$ cat src/rtl/signed_mac_recomposer.sv
// Sequential signed multiply-add: result = Ain*Bin + Cin, one multiplier bit per cycle.
// Reconstructs a dividend from divider outputs (quotient, divisor, remainder).
module signed_mac_recomposer #(
    parameter int WIDTH = 8
) (
    input  logic                 clk,
    input  logic                 rst_n,
    input  logic [WIDTH-1:0]     Ain,
    input  logic [WIDTH-1:0]     Bin,
    input  logic [2*WIDTH-1:0]   Cin,
    input  logic                 start,
    output logic                 MulWait,
    output logic                 writeResultSig,
    output logic [2*WIDTH-1:0]   result,
    output logic                 overflow
);
    localparam int CW = $clog2(WIDTH + 1);

    typedef enum logic [1:0] {IDLE, BUSY, DONE} state_t;

    state_t             state, state_nxt;
    logic [CW-1:0]      cnt;
    logic [2*WIDTH-1:0] acc, mcand, cin_q, prod, sum;
    logic [WIDTH-1:0]   mplier, a_mag, b_mag;
    logic               sign;

    // Most negative operand negates to itself, which reads correctly as unsigned.
    assign a_mag = Ain[WIDTH-1] ? -Ain : Ain;
    assign b_mag = Bin[WIDTH-1] ? -Bin : Bin;
    assign prod  = sign ? -acc : acc;
    assign sum   = prod + cin_q;

    assign MulWait = (state != IDLE);

    always_ff @(posedge clk or negedge rst_n) begin
        if (!rst_n) state <= IDLE;
        else        state <= state_nxt;
    end

    always_comb begin
        state_nxt = state;
        case (state)
            IDLE:    if (start) state_nxt = BUSY;
            BUSY:    if (cnt == CW'(1)) state_nxt = DONE;
            DONE:    state_nxt = IDLE;
            default: state_nxt = IDLE;
        endcase
    end

    always_ff @(posedge clk or negedge rst_n) begin
        if (!rst_n) begin
            cnt            <= '0;
            acc            <= '0;
            mcand          <= '0;
            mplier         <= '0;
            cin_q          <= '0;
            sign           <= 1'b0;
            result         <= '0;
            overflow       <= 1'b0;
            writeResultSig <= 1'b0;
        end else begin
            writeResultSig <= 1'b0;
            case (state)
                IDLE: begin
                    if (start) begin
                        cin_q  <= Cin;
                        sign   <= Ain[WIDTH-1] ^ Bin[WIDTH-1];
                        mcand  <= {{WIDTH{1'b0}}, a_mag};
                        mplier <= b_mag;
                        acc    <= '0;
                        cnt    <= CW'(WIDTH);
                    end
                end
                BUSY: begin
                    if (mplier[0]) acc <= acc + mcand;
                    mplier <= mplier >> 1;
                    mcand  <= mcand << 1;
                    cnt    <= cnt - 1'b1;
                end
                DONE: begin
                    result         <= sum;
                    // Product always fits, so only the final add can overflow.
                    overflow       <= (prod[2*WIDTH-1] == cin_q[2*WIDTH-1]) &&
                                      (sum[2*WIDTH-1] != prod[2*WIDTH-1]);
                    writeResultSig <= 1'b1;
                end
                default: ;
            endcase
        end
    end
endmodule

$ cat config.mk
export PLATFORM = sky130hd
export DESIGN_NAME = signed_mac_recomposer
export DESIGN_NICKNAME = d
export VERILOG_FILES = /design/src/rtl/signed_mac_recomposer.sv
export SDC_FILE = /design/constraint.sdc
export NUM_CORES = 1
export LEC_CHECK = 0
export ABC_AREA = 1
export BUFFER_PORTS_ARGS = -buffer_cell sky130_fd_sc_hd__buf_2
export CAP_MARGIN = 10
export CORE_MARGIN = 2
export CORE_UTILIZATION = 35
export CTS_CLUSTER_SIZE = 25
export DETAILED_ROUTE_END_ITERATION = 10
export GPL_TIMING_DRIVEN = 0
export MAX_ROUTING_LAYER = met4
export PLACE_DENSITY = 0.57
export SYNTH_ARGS = -nofsm -noshare
export SYNTH_HDL_FRONTEND = slang
export SYNTH_SLANG_ARGS = --single-unit
$ cat constraint.sdc
create_clock -name clk -period 2.8 [get_ports clk]
set_input_delay 0.28 -clock clk [delete_from_list [all_inputs] [get_ports clk]]
set_output_delay 0.28 -clock clk [all_outputs]
set_load 0.005 [all_outputs]
==> results.sh, run 1 <==
export IMPL_status="completed"
export IMPL_dp_worst_setup_slack_ps=-194
export IMPL_diodes=0
export IMPL_post_route_cell_area_um2=6390
export IMPL_synth_top_cell_by_area="dfrtp_1"
export IMPL_slew_headroom_pct=69.7
export IMPL_path_clk_slew_ps=60
export IMPL_dp_cells=946
export IMPL_start_kind="register"
export IMPL_vias=4620
export IMPL_maxCapViolCount=0
export IMPL_synth_cell_type_count=42
export IMPL_syn_instance_count=704
export IMPL_dpl_cell_area_um2=5870
export IMPL_cp_required_ps=3090
export IMPL_grt_start_max_net_pins=60
export IMPL_synth_seq_cells=81
export IMPL_yosysWarnings=0
export IMPL_finalSetupViolations=0
export IMPL_numPortBuffers=53
export IMPL_cts_tree="built"
export IMPL_start_util_pct=35.5
export IMPL_maxSlewViolCount=0
export IMPL_hold_class="in -> reg"
export IMPL_totalWireLength_um=12900
export IMPL_startpoint="acc[1]"
export IMPL_synth_top_cells_by_area="dfrtp_1 (38%), nand2_1 (15%), ha_1 (8.7%)"
export IMPL_r2r_end="overflow"
export IMPL_drt_pass1_iterations=4
export IMPL_hold_slack_ps=123
export IMPL_r2r_start="acc[1]"
export IMPL_arrival_ps=2960
export IMPL_die_x_um=127
export IMPL_worstPathMaxFanout=3
export IMPL_synth_top_area_share_pct=38.0
export IMPL_dieArea_um2=16200
export IMPL_wire_per_inst_um=13.3
export IMPL_clkLatencyLatePin_ps=350
export IMPL_rsz0062_at_grt="true"
export IMPL_syn2layout_area_growth_pct=19.8
export IMPL_grt_pass1_vias=4421
export IMPL_grt_pass1_wl_um=21400
export IMPL_gp_congestion=0.870
export IMPL_skew_ps=10.3
export IMPL_rr_worst_depth=20
export IMPL_irDropWorstVdd_mv=0.471
export IMPL_cts_root_buf="clkbuf_16"
export IMPL_cts_sinks=81
export IMPL_drive_above_1_share_pct=18.7
export IMPL_antenna_found_initial=0
export IMPL_async_flop_share_pct=100
export IMPL_yosysSeqAreaShare_pct=38.0
export IMPL_max_freq_mhz=375
export IMPL_synth_ff_type="dfrtp_1"
export IMPL_h_tree_depth=3
export IMPL_grtUsageTotal_pct=17.2
export IMPL_layout_cells_non_filler=973
export IMPL_utilization_pct=42.5
export IMPL_finalCriticalPeriod_ps=2670
export IMPL_synth_fp_nets=778
export IMPL_timing_hold_violations_final=0
export IMPL_fin_crit_sh_pct=95.2
export IMPL_final_nets=854
export IMPL_synth_edf_count=0
export IMPL_clockBufferDepth=2
export IMPL_layout_common_cells="nand2_1 (203), dfrtp_1 (79), inv_1 (63)"
export IMPL_via_per_inst=4.75
export IMPL_crit_end="overflow"
export IMPL_dr_first_iter_drc_count=249
export IMPL_ant_nets=0
export IMPL_endpoint_kind="register"
export IMPL_setup_ws_ps=135
export IMPL_layout_commonest_cell="nand2_1"
export IMPL_leakagePower_uw=0.00327
export IMPL_row_count=45
export IMPL_core_area_um2=15000
export IMPL_synth_area_um2=5340
export IMPL_synth_area_per_cell_um2=7.58
export IMPL_powerDensity_nw_per_um2=1330
export IMPL_fillers=1564
export IMPL_tightest_slew_ps=449
export IMPL_cts_made_buffers=9
export IMPL_grt_ovfl_total=0
export IMPL_drc=0
export IMPL_ioPinCount=54
export IMPL_r2r_setup_slack_ps=130
export IMPL_fp_dieH_um=127
export IMPL_hpwl_um=10000
export IMPL_crit_type="reg -> reg"
==> kinds of logic after synthesis <==
family	after synthesis	synth area share, %
buffers and inverters	88	6.94
DFF	81	38.0
xor gates and xnor gates	29	4.76
adders and majority gates	39	9.43
AOI/OAI and AO/OA	129	14.1
and+or+nand+nor	338	26.8
==> power by group <==
| part | internal [uW] | switching [uW] | leakage, uW |
|---|---|---|---|
| Sequential | 1660 | 397 | 0.00102 |
| Clock | 692 | 494 | 0.000135 |
| Combinational | 2070 | 3190 | 0.00212 |
==> cells in the mapped netlist, types with 2 or more instances <==
cell type  count
o21ai_2        3
buf_2         10
o211ai_1       2
fa_1           2
a21o_1         5
dfrtp_1       81
nand2_2        5
inv_2          6
nand3b_1       2
nand2_4        2
nor2_1        56
ha_1          37
a21oi_2        2
nand3_1       40
o21ai_1       16
nor2_2         4
nand2_1      209
xnor2_1        6
nor3_1         9
a21oi_1       31
o221ai_1       2
nor2_4         2
inv_1         67
o21ai_0       37
o22ai_1       11
a22oi_1       10
buf_6          2
a31oi_1        5
xor2_1        23
nand4_1        5
==> worst max-delay path: stages, from the launching register on <==
cell and delay, ps:
dfrtp_1 410, inv_2 100, ha_4 130, inv_2 40
nor3_4 180, nand3_2 140, o21ai_4 170, buf_4 140
xor2_2 200, ha_4 240, nand2_1 80, inv_1 60
nand2_1 70, nand3_1 80, nand2_1 110, nand3_4 120
inv_2 80, nand3_2 50, nand2_1 80, nand2_1 50
nand2_1 60
==> area by class of cell <==
type | count | area, um2 | area share (%)
timing repair buffer | 65 | 380 | 5.95
clock buffer | 10 | 229 | 3.58
buffer | 14 | 90.1 | 1.41
inverter | 74 | 283 | 4.42
clock inverter | 6 | 66.3 | 1.04
tap | 188 | 235 | 3.68
multi-input combinational | 535 | 3080 | 48.2
sequential | 81 | 2030 | 31.8
==> flip-flops by register name, indices dropped and copies added, names as in the netlist <==
signal	count
mcand	16
sign	1
acc	16
result	16
cin_q	16
writeResultSig	1
cnt	4
mplier	8
overflow	1
state	2
==> how the worst min path moves through the flow <==
stage,start,endpoint,cells after the start
after floorplan,rst_n,acc[0],0
after global placement,result[1],result[1],2
after detailed placement,rst_n,result[1],1
after CTS,Cin[11],cin_q[11],3
after global routing,Cin[9],cin_q[9],3
final,Cin[9],cin_q[9],3
==> repair_timing <==
item	in CTS	in global routing
resized for setup	8	29
hold endpoints to repair	22	0
setup endpoints to repair	3	7
pin swaps	4	16
buffers inserted	3	7
hold buffers	1	0
==> per-layer routing <==
| layer | GRT usage (%) | share of wire (%) | wire length (um) |
|---|---|---|---|
| met5 | - | 0 | 0 |
| met4 | 5.56 | 1.4 | 176 |
| met3 | 3.27 | 3.2 | 419 |
| met2 | 27.9 | 47 | 6070 |
| met1 | 21.8 | 48 | 6250 |
==> per-stage QoR <==
stage | total power (uW) | setup TNS, ps
final | 8510 | 0
after floorplan | 5640 | 0
after global placement | 6780 | -365
after global routing | 9370 | -57.4
after detailed placement | 6820 | -372
after CTS | 8140 | 0
No activity file was read; power rests on OpenSTA's default activity.
==> inputs of run 2 (changes only) <==
--- a/config.mk
+++ b/config.mk
@@ -10,11 +10,13 @@
 export CAP_MARGIN = 10
 export CORE_MARGIN = 2
 export CORE_UTILIZATION = 35
+export CTS_BUF_LIST = sky130_fd_sc_hd__clkbuf_8
 export CTS_CLUSTER_SIZE = 25
 export DETAILED_ROUTE_END_ITERATION = 10
 export GPL_TIMING_DRIVEN = 0
 export MAX_ROUTING_LAYER = met4
 export PLACE_DENSITY = 0.57
+export SKIP_CTS_REPAIR_TIMING = 1
 export SYNTH_ARGS = -nofsm -noshare
 export SYNTH_HDL_FRONTEND = slang
 export SYNTH_SLANG_ARGS = --single-unit
==> results.sh, run 2 (synthesis gave the netlist of run 1 again) <==
export IMPL_status="completed"
export IMPL_layout_common_cells="nand2_1 (203), dfrtp_1 (78), inv_1 (63)"
export IMPL_switching_share_pct=49.5
export IMPL_totalWireLength_um=12900
export IMPL_powerDensity_nw_per_um2=1300
export IMPL_ioPinCount=54
export IMPL_finalSetupViolations=0
export IMPL_p_seq_share_pct=25.2
export IMPL_antenna_found_initial=0
export IMPL_worstPathMaxFanout=3
export IMPL_tightest_slew_ps=450
export IMPL_seqCellArea_um2=2030
export IMPL_endpoint_kind="register"
export IMPL_grt_pass1_wl_um=21300
export IMPL_numPortBuffers=53
export IMPL_layout_cells_non_filler=974
export IMPL_internal_power_uw=4110
export IMPL_dp_cells=946
export IMPL_rr_worst_depth=17
export IMPL_cts_root_buf="clkbuf_8"
export IMPL_drc=0
export IMPL_die_x_um=127
export IMPL_grt_pass1_vias=4427
export IMPL_r2r_setup_slack_ps=100
export IMPL_final_nets=855
export IMPL_maxCapViolCount=0
export IMPL_h_tree_depth=3
export IMPL_crit_end="overflow"
export IMPL_timing_hold_violations_final=0
export IMPL_ant_nets=0
export IMPL_grt_ovfl_total=0
export IMPL_hpwl_um=10000
export IMPL_start_kind="register"
export IMPL_cts_tree="built"
export IMPL_dp_worst_setup_slack_ps=-194
export IMPL_vias=4603
export IMPL_combPwrFrac_pct=64.0
export IMPL_leakagePower_uw=0.00322
export IMPL_cp_required_ps=3130
export IMPL_path_clk_slew_ps=90
export IMPL_dieArea_um2=16200
export IMPL_hold_class="in -> reg"
export IMPL_finalCriticalPeriod_ps=2700
export IMPL_core_area_um2=15000
export IMPL_wire_per_inst_um=13.3
export IMPL_drt_pass1_iterations=4
export IMPL_skew_ps=15.1
export IMPL_fp_dieH_um=127
export IMPL_rsz0062_at_grt="true"
export IMPL_crit_type="reg -> reg"
export IMPL_syn2layout_area_growth_pct=17.6
export IMPL_fillers=1572
export IMPL_slew_headroom_pct=69.7
export IMPL_start_util_pct=35.5
export IMPL_arrival_ps=3030
export IMPL_grt_start_max_net_pins=60
export IMPL_clockBufferDepth=2
export IMPL_clock_power_share_pct=10.8
export IMPL_gp_congestion=0.870
export IMPL_row_count=45
export IMPL_maxSlewViolCount=0
export IMPL_r2r_start="acc[0]"
export IMPL_grtUsageTotal_pct=17.1
export IMPL_setup_ws_ps=99.3
export IMPL_r2r_end="overflow"
export IMPL_clkLatencyLatePin_ps=380
export IMPL_layout_commonest_cell="nand2_1"
export IMPL_cts_made_buffers=9
export IMPL_fin_crit_sh_pct=96.5
export IMPL_cts_sinks=81
export IMPL_startpoint="acc[0]"
export IMPL_irDropWorstVdd_mv=0.466
export IMPL_multi_input_area_um2=3050
export IMPL_via_per_inst=4.73
export IMPL_dr_first_iter_drc_count=207
export IMPL_drive_above_1_share_pct=19.0
export IMPL_diodes=0
export IMPL_netSwitchingPower_uw=4020
export IMPL_max_freq_mhz=370
-- run 2: per-layer routing --
layer,global-route usage [%],part of all wire [%],vias up
met1,21.6,48,2038
met5,-,0,-
met3,3.39,3.3,12
li1,-,-,2474
met4,4.78,1.2,0
met2,28.0,47,79
-- run 2: power groups by stage --
stage	Sequential (uW)	Combinational, uW	Clock [uW]
2_1_floorplan	1970	3660	0
3_3_place_gp	2060	4720	0
3_5_place_dp	2070	4750	0
4_1_cts	2050	4770	905
5_1_grt	2120	5930	947
6_report	2050	5210	875
-- run 2: critical path, stage by stage (launching register included) --
cell,delay (ps)
dfrtp_2,440
inv_4,80
ha_4,120
inv_2,40
nor3_4,210
nand3_2,130
o21ai_2,200
o21ai_1,110
xor2_1,160
ha_1,340
a21oi_1,140
a21boi_2,210
nand3_4,120
inv_2,80
nand3_2,50
nand2_1,80
nand2_1,50
nand2_1,60
-- run 2: final cells by class --
| type | count | area share (%) |
|---|---|---|
| clock inverter | 7 | 1.12 |
| clock buffer | 9 | 1.97 |
| tap | 188 | 3.75 |
| inverter | 74 | 4.51 |
| timing repair buffer | 66 | 6.18 |
| buffer | 14 | 1.44 |
| multi-input combinational | 535 | 48.7 |
| sequential | 81 | 32.4 |
-- run 2: per-stage QoR --
| stage | utilization, % | TNS [ps] | hold WS (ps) | instance area (um2) | total power, uW |
|---|---|---|---|---|---|
| finish | 41.7 | 0 | 87.7 | 6270 | 8130 |
| global route | 41.7 | -146 | 79.9 | 6270 | 9000 |
| CTS | 40.3 | -457 | -223 | 6060 | 7720 |
| detailed placement | 39.0 | -372 | 203 | 5870 | 6820 |
| global placement | 38.8 | -365 | 452 | 5840 | 6780 |
| floorplan | - | 0 | -15.6 | 5340 | 5640 |
-- run 2: worst min-delay path by stage --
| stage | slack (ps) | from | endpoint | cells after the start |
|---|---|---|---|---|
| finish | 90 | Cin[9] | cin_q[9] | 3 |
| CTS | -220 | rst_n | result[1] | 1 |
| global placement | 450 | result[1] | result[1] | 2 |
| floorplan | -20 | rst_n | acc[0] | 0 |
| detailed placement | 200 | rst_n | result[1] | 1 |
| global route | 80 | Cin[9] | cin_q[9] | 3 |
